===== src/rtl/hex_entry_loader.sv =====
// hex_entry_loader: builds a hex word from key strobes and writes it to memory by req/ack (HEX_LOADER_AUTOINC_EN enables address auto-increment)
module hex_entry_loader #(
    parameter int ADDR_W     = 7,
    parameter int DATA_W     = 16,
    parameter int START_ADDR = 0
) (
    input  logic              clk_i,
    input  logic              reset_ni,
    input  logic              digit_strobe_i,
    input  logic [3:0]        digit_i,
    input  logic              commit_strobe_i,
    input  logic              clear_strobe_i,
    input  logic              addr_strobe_i,
    output logic              wr_req_o,
    output logic [ADDR_W-1:0] wr_addr_o,
    output logic [DATA_W-1:0] wr_data_o,
    input  logic              wr_ack_i,
    output logic [DATA_W-1:0] entry_word_o,
    output logic [2:0]        digit_count_o,
    output logic [3:0]        state_o,
    output logic              busy_o
);
    localparam int N = DATA_W / 4;
    typedef enum logic [3:0] {IDLE = 4'd0, COLLECT = 4'd1, READY = 4'd2, WRITE = 4'd3} state_t;
    state_t            state_q;
    logic [ADDR_W-1:0] wr_addr_q;
    logic [DATA_W-1:0] wr_data_q, entry_q;
    logic [2:0]        count_q;
    logic              wr_req_q, busy_q;
    logic              has_digits;
    assign has_digits    = (state_q == COLLECT) || (state_q == READY);
    assign wr_req_o      = wr_req_q;
    assign wr_addr_o     = wr_addr_q;
    assign wr_data_o     = wr_data_q;
    assign entry_word_o  = entry_q;
    assign digit_count_o = count_q;
    assign state_o       = state_q;
    assign busy_o        = busy_q;
    // Entry FSM: one winning strobe per cycle, write held until acknowledged
    always_ff @(posedge clk_i) begin
        if (!reset_ni) begin
            state_q   <= IDLE;
            wr_addr_q <= ADDR_W'(START_ADDR);
            wr_data_q <= '0;
            entry_q   <= '0;
            count_q   <= '0;
            wr_req_q  <= 1'b0;
            busy_q    <= 1'b0;
        end else if (state_q == WRITE) begin
            if (wr_ack_i) begin
                state_q  <= IDLE;
                entry_q  <= '0;
                count_q  <= '0;
                wr_req_q <= 1'b0;
                busy_q   <= 1'b0;
`ifdef HEX_LOADER_AUTOINC_EN
                wr_addr_q <= wr_addr_q + ADDR_W'(1);
`endif
            end
        end else if (clear_strobe_i) begin
            state_q <= IDLE;
            entry_q <= '0;
            count_q <= '0;
        end else if (commit_strobe_i) begin
            if (has_digits) begin
                state_q   <= WRITE;
                wr_data_q <= entry_q;
                wr_req_q  <= 1'b1;
                busy_q    <= 1'b1;
            end
        end else if (addr_strobe_i) begin
            if (has_digits) begin
                state_q   <= IDLE;
                wr_addr_q <= entry_q[ADDR_W-1:0];
                entry_q   <= '0;
                count_q   <= '0;
            end
        end else if (digit_strobe_i && state_q != READY) begin
            entry_q <= {entry_q[DATA_W-5:0], digit_i};
            count_q <= count_q + 3'd1;
            state_q <= (int'(count_q) + 1 == N) ? READY : COLLECT;
        end
    end
endmodule


===== config.mk =====
export PLATFORM = sky130hd
export DESIGN_NAME = hex_entry_loader
export DESIGN_NICKNAME = d
export VERILOG_FILES = /design/src/rtl/hex_entry_loader.sv
export SDC_FILE = /design/constraint.sdc
export NUM_CORES = 1
export LEC_CHECK = 0
export CORE_ASPECT_RATIO = 0.75
export CORE_MARGIN = 3
export CORE_UTILIZATION = 62
export CTS_BUF_LIST = sky130_fd_sc_hd__clkbuf_16
export DETAILED_ROUTE_END_ITERATION = 12
export DONT_BUFFER_PORTS = 1
export GPL_TIMING_DRIVEN = 0
export PLACE_DENSITY = 0.78
export SKIP_LAST_GASP = 1
export SYNTH_ARGS = -nofsm -noshare
export SYNTH_HDL_FRONTEND = slang
export SYNTH_SLANG_ARGS = --single-unit

===== constraint.sdc =====
create_clock -name clk_i -period 2.51 [get_ports clk_i]
set_clock_uncertainty 0.15 [all_clocks]
set_input_delay 0.502 -clock clk_i [delete_from_list [all_inputs] [get_ports clk_i]]
set_output_delay 0.502 -clock clk_i [all_outputs]
set_load 0.01 [all_outputs]

==> impl.org, run 1 <==
** Floorplan
- Pin placement for this block handled 59 I/O pins.
- Width of the chip :: 72.2 um
- Vertical extent of the die :: 55.6 um
- The floorplan has 17 rows.
- Die ar. :: 4010 um2
- Once the floorplan was initialized, standard cells occupied 66.9% of the core.
- The floorplan step defined a core boundary enclosing 3040 um2.

** STA
- The total count of hold-check failures in the final report is 0.
- Max-slew violation count :: 0
- Setup repair after global routing left no endpoint under its margin.
- Total of endpoints with negative setup slack in the final report :: 0
- After layout, the worst path uses 82.3% of the clock period.
- After routing, the total negative slack on setup checks comes to 0 ns.
- Derived from the worst setup path, the maximum achievable clock frequency is 0.484 GHz.
- Crit path time final :: 2.07 ns
- After layout, the worst setup slack is 0.443 ns.

** Run
- Maximum capacitance violations :: 0

** Place
- Before CTS, the worst setup slack after placement is 0.448 ns.
- Dpl hpwl :: 3260 um
- The congestion estimate from routability-driven global placement came to 0.773.
- Port Buf Inserts :: 0

** Power and ir drop
- Total power for the finished layout comes to 1.44 mW.
- For this design the static power due to leakage is 0.898 nW.
- Worst vdd ir :: 0.427 mV
- Power density over the cells :: 650 nW/um2

** Route
- Detail-routed net length per standard cell :: 16.2 um
- After detailed routing, the number of remaining DRC violations is 0.
- Iter 0 DRT Violations :: 80
- For this block, the routed nets add up to 4430 um of wire.
- Residual antenna-violating net count after detailed routing :: 0
- Before antenna repair, the detailed router went through 4 iterations.
- Vias after detailed routing :: 1,522
- Avg Vias per Cell :: 5.55

** Yosys
- Count of unique library cells instantiated by Yosys :: 32
- Share of the yosys chip area belonging to registers :: 44.3%
- Mapped cell area :: 2040 um2
- Yosys printed 0 warnings.
- The biggest area contributor in the post-synthesis netlist is sky130_fd_sc_hd__dfxtp_1.
- Dividing the synthesized area by the synthesized cell count gives 8.93 um2.
- Synthesis-stage register bit count :: 45
- Most area-consuming cells after synthesis :: sky130_fd_sc_hd__dfxtp_1, sky130_fd_sc_hd__nand2_1, sky130_fd_sc_hd__mux2i_1
- Synth Instances :: 228
- In this run the biggest area consumer among cell types represents 44.3% of the synthesized area.

** Clock tree
- H-tree depth :: 2
- Clock transition at the register clock pins on the worst setup and hold paths after CTS :: 0.06 ns
- Clock sink count :: 45
- Hold repair after CTS inserted 0 buffers.
- Post-CTS timing repair inserted 0 buffers for setup.
- The number of clock buffers added by TritonCTS is 5.
- Clock root buffer :: sky130_fd_sc_hd__clkbuf_16
- The longest clock path from root to sink contains 2 buffers.
- TritonCTS built the clock tree.
- Number of cells upsized or downsized after cts :: 0
- Worst-Skew Late Latency :: 0.27 ns

** Worst setup path
- Data arrives at the worst endpoint at 2.08 ns.
- Startpoint of the most critical register-to-register path :: state_o[0]
- The worst register-to-register path has a depth of 7.
- Endpoint kind of the worst setup timing path :: flop
- Crit path max fanout :: 7
- STA puts the critical path data required time at 2.53 ns.
- The worst setup path is of the flop to flop kind.
- Worst r2r dst :: wr_addr_o[3]
- Worst reg-to-reg setup slack :: 0.44 ns
- STA classifies the critical path startpoint as a flop.

** Cells and area
- Fill cells in the final layout number 228.
- In the final layout, the share of cells above drive strength 1 is 8.05%.
- Nets :: 252
- N_diodes :: 0
- Relative to the synthesized area, the layout overhead comes to 9.04%.

** Worst hold path
- The worst hold path terminates at entry_word_o[2].
- Launch instance of the worst min-delay path :: digit_i[2]
- Along the worst hold path, the cell count comes to 2.
- Worst min-delay path category :: input port to flop

** GRT
- Global-route usage over all layers :: 23.4%
- The number of global-route vias before repair came to 1,455.
- Summed over all layers, the global routing overflow is 0.
- Pin count of the biggest net entering global routing :: 13
- The first global-routing pass estimated 7330 um of wire.
- Antenna violations before repair :: 0

** Status
- The flow ran to the end, and the final reports show no timing, DRC or antenna violations.
-- worst max path at each step --
stage | slack [ns] | start | endpoint
floorplan | 0.65 | state_o[1] | wr_addr_o[0]
global placement | 0.51 | state_o[1] | wr_addr_o[5]
detailed placement | 0.45 | state_o[0] | wr_addr_o[3]
finish | 0.44 | state_o[0] | wr_addr_o[3]
global route | 0.31 | state_o[0] | wr_addr_o[4]
CTS | 0.44 | state_o[0] | wr_addr_o[3]
-- where the power goes --
group | leakage (nW) | internal (mW) | switching, mW
Combinational | 0.467 | 0.0542 | 0.0623
Clock | 0.0685 | 0.355 | 0.235
Sequential | 0.363 | 0.722 | 0.0140
Total | 0.898 | 1.13 | 0.311
-- through the flow --
stage | cells | instance area [um2] | hold slack [ns] | utilization, %
final | 274 | 2220 | 0.218 | 73.0
after detailed placement | 267 | 2090 | 0.344 | 68.6
after global routing | 274 | 2220 | 0.216 | 73.0
after global placement | 267 | 2090 | 0.340 | 68.6
after CTS | 274 | 2220 | 0.211 | 73.0
after floorplan | 229 | 2040 | 0.329 | -
-- flip-flops by register name (all words and copies together) (netlist names) --
signal,flops
entry_word_o,16
wr_data_o,16
wr_addr_o,7
digit_count_o,3
state_o,2
busy_o,1
-- worst max-delay path: stages, from the launching register on --
cell	delay, ns
sky130_fd_sc_hd__dfxtp_1	0.44
sky130_fd_sc_hd__inv_1	0.10
sky130_fd_sc_hd__ha_1	0.34
sky130_fd_sc_hd__nand2_1	0.06
sky130_fd_sc_hd__or4_1	0.41
sky130_fd_sc_hd__buf_2	0.21
sky130_fd_sc_hd__mux2i_1	0.19
sky130_fd_sc_hd__nor2b_1	0.06
-- per-layer routing --
metal	GRT usage, %	wire [um]	share of wire [%]
met5	0	0	0
met3	9.03	377	8.5
met4	6.97	57	1.3
met2	36.6	2020	46
met1	29.8	1970	45
-- placed cells by master (no fill, tap or decap), types with 2 or more instances in the layout --
cell,instances
sky130_fd_sc_hd__buf_2,4
sky130_fd_sc_hd__clkbuf_16,5
sky130_fd_sc_hd__dfxtp_1,45
sky130_fd_sc_hd__o21ai_0,4
sky130_fd_sc_hd__conb_1,2
sky130_fd_sc_hd__o31ai_1,3
sky130_fd_sc_hd__a21boi_1,19
sky130_fd_sc_hd__clkbuf_1,6
sky130_fd_sc_hd__nand2b_1,5
sky130_fd_sc_hd__a211oi_1,2
sky130_fd_sc_hd__mux2i_1,26
sky130_fd_sc_hd__ha_1,5
sky130_fd_sc_hd__nand2_1,70
sky130_fd_sc_hd__inv_1,6
sky130_fd_sc_hd__nor2_1,4
sky130_fd_sc_hd__buf_4,5
sky130_fd_sc_hd__nor2b_1,8
-- Yosys cell counts (all sizes together) --
library cell and number:
a211o 1, clkbuf 6, nor3b 2, nand2b 5, o32ai 1, a2111oi 1
and2 1, o31ai 3, a21oi 1, o21a 1, mux2i 26, buf 11
a21boi 19, conb 1, and3 1, a211oi 2, nor2b 8, nor2 4
or4 1, and4b 1, dfxtp 45, o21ai 5, a32o 1, nand3b 1
nand2 70, inv 5, ha 5
-- kinds of logic after synthesis --
logic type,Yosys count,share of synthesized area (%)
other cells,1,0.184
mux,26,12.8
flops,45,44.3
compound gates,35,12.8
fa+ha+maj,5,3.07
simple gates,94,20.5
buf+inv,22,6.39
-- area by class of cell --
class                   count  area [um2]  share of cell area [%]
plain buffers              17         111                    5.02
clock buffers               5         125                    5.64
clock inverters             2        7.51                   0.338
inverters                   5        18.8                   0.846
multi-input cells         162        1010                    45.4
flip-flops and latches     45         901                    40.6
well taps                  38        47.5                    2.14
No activity file was read; power rests on OpenSTA's default activity.
==> run 2, diff against run 1 <==
clock period = 2.03 ns   (was 2.51 ns; I/O delays follow)
==> run 2 against run 1 <==
Compared with the run above: flip-flop and latch count unchanged; count of clock-buffer cells in the layout stayed put; worst setup slack lost 0.37 ns; maximum frequency is 5.8% higher; worst hold slack worse by 0.096 ns; combinational power is 24% higher; core utilization up 0.37 points; critical endpoint unchanged; largest power group unchanged.
==> impl.org, run 2 (same netlist as run 1, synthesis figures left out) <==
** STA
- Setup tns final :: 0 ns (unchanged)
- Max-slew violation count :: 0 (unchanged)
- The highest attainable clock frequency was 0.512 GHz (+5.8%).
- Unrepaired setup endpoints after global routing :: yes
- The final setup violation count came to 0 (unchanged).
- Final Hold Viols :: 0 (unchanged)
- Crit path time final :: 1.95 ns (-0.114 ns)
- Post-route fraction of the period consumed by the critical path :: 96.2% (+14 points)
- The hold slack is 0.122 ns (-0.0961 ns).

** Route
- Detail-routed net length per standard cell :: 16.2 um (+0.11%)
- Final WL :: 4440 um (+0.11%)
- Residual antenna-violating net count after detailed routing :: 0 (unchanged)
- The average vias per placed instance is 5.61 (+0.92%).
- The first-pass iteration count of the detailed router came to 4 (unchanged).
- The residual DRC count came to 0 (unchanged).
- Vias after detailed routing :: 1,536 (+0.92%)
- Iter 0 DRT Violations :: 71 (-11%)

** Worst hold path
- The worst hold path begins at digit_i[2].
- Worst min-delay path category :: input port to flop

** Worst setup path
- Startpoint type of the worst setup path :: flop
- The required time at the worst-slack endpoint is 2.05 ns (-0.48 ns).
- Crit Path Class :: flop to flop
- Max incr delay on CP :: 0.41 ns (-0.03 ns)
- Endpoint kind of the worst setup timing path :: flop
- Worst setup path startpoint :: state_o[1]
- Slowest cell on the critical path :: sky130_fd_sc_hd__or4_1
- CP arrival :: 1.97 ns (-0.11 ns)
- Worst-path cell chain :: inv_1, ha_1, nand2_1, or4_1, buf_4, mux2i_1, nor2b_1
- Crit path max fanout :: 7 (unchanged)
- Startpoint of the most critical register-to-register path :: state_o[1]

** Clock tree
- Clock sink count :: 45 (unchanged)
- The count of hold-fix buffers inserted at cts was 0 (unchanged).
- Worst-Skew Late Latency :: 0.27 ns (about the same)
- The cell sitting at the root of the clock tree is a sky130_fd_sc_hd__clkbuf_16.
- Clock transition at the register clock pins on the worst setup and hold paths after CTS :: 0.06 ns (about the same)
- The largest buffer count on any clock path came to 2 (unchanged).
- Clock buffers created by TritonCTS :: 5 (unchanged)
- H-tree depth :: 2 (unchanged)
- TritonCTS clock tree :: built

** Cells and area
- Synth-to-layout area growth :: 9.59%
- The final core utilization came to 73.3% (+0.37 points).
- Proportion of layout cells with a drive suffix above 1 :: 9.75% (+1.7 points)
- Most frequent cells in the layout :: sky130_fd_sc_hd__nand2_1, sky130_fd_sc_hd__dfxtp_1, sky130_fd_sc_hd__mux2i_1
- Filler-free cell count of the finished design :: 274 (unchanged)
- The number of antenna cells inserted came to 0 (unchanged).
- Nets :: 252 (unchanged)
- Leaving out fill and tap cells, the most frequent cell in the layout is sky130_fd_sc_hd__nand2_1.

** Run
- The number of max-capacitance violations reported was 0 (unchanged).

** Floorplan
- The placement row count was 17 (unchanged).
- The top-level I/O count came to 59 (unchanged).
- Area of the core :: 3040 um2 (unchanged)
- The die area came to 4010 um2 (unchanged).
- The height of the die was 55.6 um (unchanged).
- Initial core utilization :: 66.9% (unchanged)
- The horizontal extent of the die is 72.2 um (unchanged).

** GRT
- Overall overflow remaining after global route :: 0 (unchanged)
- The number of global-route vias before repair came to 1,455 (unchanged).
- The met1 usage in global routing is 29.8% (unchanged).
- GRT met2 Usage :: 36.6% (unchanged)
- Global-route usage over all layers :: 23.4% (unchanged)
- The maximum number of pins on one net before global-route repair came to 13 (unchanged).
- Wire length of the first global-routing pass :: 7330 um (unchanged)
- Peak-usage layer in the global routing report :: met2
- Antenna violations before repair :: 0 (unchanged)
- Met3 demand-to-capacity share in global routing :: 9.03% (unchanged)

** Place
- Cells after DPL :: 267 (unchanged)
- The HPWL after detailed placement came to 3260 um (unchanged).
- The global placer's final weighted congestion was 0.773 (unchanged).
- The total of buffers placed on input and output ports was 0 (unchanged).

** Status
- Result of the run :: complete, no violations

** Power and ir drop
- The total leakage power was 0.901 nW (+0.29%).
- The power density over the cells was 799 nW/um2 (+23%).
- Worst vdd ir :: 0.527 mV (+24%)
## run 2: changes by cell type in the layout (fill, tap and decap cells not counted)
cell / before / now
sky130_fd_sc_hd__ha_1: 5 / 4
sky130_fd_sc_hd__ha_2: 0 / 1
sky130_fd_sc_hd__dfxtp_4: 0 / 1
sky130_fd_sc_hd__buf_2: 4 / 3
sky130_fd_sc_hd__dfxtp_2: 0 / 1
sky130_fd_sc_hd__buf_4: 5 / 6
sky130_fd_sc_hd__dfxtp_1: 45 / 43
sky130_fd_sc_hd__clkbuf_1: 6 / 5
sky130_fd_sc_hd__clkbuf_2: 0 / 1
## run 2: final cells by class
class	count	area, um2
clock buffer	5	125
fill	227	811
multi-input combinational	162	1010
inverter	5	18.8
buffer	17	115
clock inverter	2	7.51
tap	38	47.5
sequential	45	906
## run 2: metrics by stage
stage          worst slack (ns)  power [mW]  instance area, um2
5_1_grt                 -0.0281        1.84                2230
4_1_cts                  0.0449        1.79                2220
3_3_place_gp             0.0299        1.07                2090
2_1_floorplan             0.174        1.04                2040
3_5_place_dp            -0.0320        1.07                2090
6_report                 0.0773        1.78                2230
## run 2: power by group
| group | internal [mW] | switching [mW] | total, mW |
|---|---|---|---|
| Combinational | 0.0673 | 0.0771 | 0.144 |
| Clock | 0.439 | 0.290 | 0.729 |
| Sequential | 0.892 | 0.0174 | 0.910 |
## run 2: path summary, 6_finish.rpt
| check | end | cells past startpoint | slack (ns) |
|---|---|---|---|
| worst max-delay path | wr_addr_o[3] | 7 | 0.08 |
| worst min-delay path | entry_word_o[2] | 2 | 0.12 |
| worst max register to register | wr_addr_o[3] | 7 | 0.08 |
| worst min register to register | wr_data_o[12] | 2 | 0.35 |
## run 2: routing by layer
layer	vias to the layer above	wire length (um)
met1	695	1940
met2	71	2020
met5	-	0
met3	7	419
met4	0	57
li1	763	-
## run 2: timing repair
action                     in CTS  in global routing
gates resized for setup         2                  6
setup endpoints to repair       8                 26
setup buffers                   0                  0
## run 2: critical path: cells and delay by family, from the launching register on
| family | cells | cell delay [ns] |
|---|---|---|
| simple gates | 3 | 0.53 |
| flops | 1 | 0.40 |
| fa+ha+maj | 1 | 0.33 |
| buf+inv | 2 | 0.26 |
| mux | 1 | 0.17 |
==> RTL edit (config.mk and constraints of run 2) <==
Make the reset (`reset_ni`) asynchronous in one clocked block.
--- a/src/rtl/hex_entry_loader.sv
+++ b/src/rtl/hex_entry_loader.sv
@@ -38,5 +38,5 @@
     assign busy_o        = busy_q;
     // Entry FSM: one winning strobe per cycle, write held until acknowledged
-    always_ff @(posedge clk_i) begin
+    always_ff @(posedge clk_i or negedge reset_ni) begin
         if (!reset_ni) begin
             state_q   <= IDLE;
Behaviour: differs if reset_ni is asserted again (counterexample within 4 cycles, from zero or initial values and one cycle with reset_ni low); with reset_ni held inactive, the same outputs for 4 cycles.
==> RTL edit against run 2 <==
  * Die area grew 2.2%
  * Area after synthesis grew 2.4%
  * Routed wire length grew 1.4%
  * Core utilization grew 4.0 points
  * Critical path depth shrank 1
  * Via count shrank 8.4%
  * Sequential share of layout area grew 6.7 points
  * First-iteration DRC count grew 55%
  * Setup slack lost 0.051 ns
  * Cell area grew 7.0%
  * Sequential cell count is the same
  * Final cell count shrank 12%
  * Critical path type unchanged
  * Largest cell class is now registers
Power is not compared: it rests on default switching activity, and its combinational part moved more than twofold at a synthesized area within 25%.
==> RTL edit: results (changes against run 2) <==
- N_diodes: 0 (unchanged)
- Clk slew on worst S/H paths: 0.06 ns (about the same)
- First DRT Iteration DRCs: 110 (+55%)
- Run status: finished, final reports clean
- Synth Flop Type: dfrtp_1
- Via Count: 1407 (-8.4%)
- Worst-Skew Late Latency: 0.28 ns
- Async set or reset register ratio after synthesis: 100% (+100 points)
- Post-Synth XOR/XNOR Area: 0% (unchanged)
- Pleak: 1.17 nW
- Synth cell count leaders: 45 x dfrtp_1, 26 x inv_1, 25 x nand2_1, 18 x mux2i_1, 17 x mux2_2
- Worst ir drop on vdd: 0.000678 V
- Vias in the first global route: 1460 (+0.34%)
- Worst R2R Path Depth: 6 (-1)
- Post-Synth Adder-Cell Area: 3.00% (-0.072 points)
- Met2 usage: 37.7% (+1.1 points)
- Drt first pass iters: 4 (unchanged)
- Critical path peak fanout: 10 (+3)
- Placed wire-length estimate: 3120 um (-4.5%)
- Fill cells: 210 (-7.5%)
- Global-route wire length before repair: 7330 um (about the same)
- Synth cell types: 30 (-6.3%)
- Placed inst area: 0.00214 mm^2 (+2.3%)
- Wirelength, routed: 4500 um (+1.4%)
- Antenna violations before repair: 0 (unchanged)
- Sequential area share after synthesis: 54.0% (+9.8 points)
- Setup Slack @ Placement: -0.158 ns (-0.126 ns)
- Global placer's final weighted congestion: 0.785 (+1.5%)
- Setup violators final: 0 (unchanged)
- Mux share of post-synthesis cell area: 17.8% (+5.0 points)
- Crit path DAT: 2.01 ns (+0.04 ns)
- Fraction of layout cells with a size suffix above 1: 23.8% (+14 points)
- WHS Path Cells: 2 (unchanged)
- Final nets: 219 (-13%)
- Met3 Usage GRT: 8.12% (-0.90 points)
- Number of CTS-inserted buffers: 5 (unchanged)
- Met1 GRT Util: 29.7% (-0.11 points)
- Synth area leaders: dfrtp_1 54%, mux2_2 9.2%, mux2i_1 8.6%, inv_1 4.7%, nand2_1 4.5%
- Pin count of the biggest net entering global routing: 46 (+33)
- Tot GR Track Use: 23.8% (+0.42 points)
- Input/output buffers: 0 (unchanged)
- Synth Area in Compound Gates: 6.78% (-6.1 points)
-- RTL edit: cell types whose count changed after synthesis, sizes merged, moves of 3 or more --
cell and delta:
dfxtp -45, o21ai +9, nand2 -45, o31ai -3
mux2 +17, dfrtp +45, clkbuf -5, a21boi -18
nor2b -7, mux2i -8, inv +21, a31oi +3
-- RTL edit: worst paths after layout --
path / start / to / slack [ns]
hold reg to reg: wr_addr_o[0] / wr_addr_o[0] / 0.40
min in group asynchronous: reset_ni / busy_o / 0.45
setup reg to reg: state_o[1] / wr_data_o[11] / 0.03
hold / removal: digit_i[2] / entry_word_o[2] / 0.11
setup / recovery: state_o[1] / wr_data_o[11] / 0.03
max in group asynchronous: reset_ni / entry_word_o[8] / 1.07
-- RTL edit: where the power goes --
part	internal [mW]	switching, mW
logic	0.232	0.217
clock network	0.439	0.305
registers	1.01	0.158
-- RTL edit: area by class of cell --
type / count / area [um^2] / area share, %
Sequential cell: 45 / 1130 / 47.3
Multi-Input combinational cell: 108 / 800 / 33.5
Clock buffer: 5 / 125 / 5.24
Inverter: 26 / 97.6 / 4.09
Buffer: 10 / 93.8 / 3.93
Timing Repair Buffer: 7 / 88.8 / 3.72
Tap cell: 38 / 47.5 / 1.99
Clock inverter: 1 / 5.00 / 0.210
-- RTL edit: metrics by stage --
step | setup TNS (ns) | instances | util [%] | power (mW)
after floorplan | 0 | 189 | - | 1.43
after global placement | -0.727 | 227 | 69.2 | 1.50
after detailed placement | -1.85 | 227 | 69.2 | 1.53
after CTS | 0 | 238 | 75.4 | 2.31
after global routing | -0.695 | 240 | 77.4 | 2.46
final | 0 | 240 | 77.4 | 2.36
-- RTL edit: what timing repair did --
action | in CTS | in global routing
endpoints found under the hold margin | 45 | 0
buffers inserted | 3 | 1
hold buffers | 2 | 0
endpoints found under the setup margin | 23 | 30
pin swaps | 0 | 1
resized for setup | 4 | 9
gates cloned | 0 | 1
-- RTL edit: kinds of logic (layout without fill, tap and decap cells) --
logic type,count (synthesis),after routing
multiplexers,35,35
AND/OR/NAND/NOR,42,42
other,1,2
AO/OA/AOI/OAI,24,24
flip-flops,45,45
adder cells (fa/ha/maj),5,5
buffers and inverters,36,49
-- RTL edit: critical path, cell delays in order, from the launching register on --
cell and delay [ns]:
dfrtp_2 0.48, ha_4 0.22, nor2_2 0.17, and3_1 0.20
buf_6 0.15, buf_6 0.16, mux2_2 0.35
-- RTL edit: metal layers --
metal,up-vias,part of all wire (%)
met5,-,0
met3,9,7.3
met1,704,41
li1,642,-
met2,52,49
met4,0,2.0
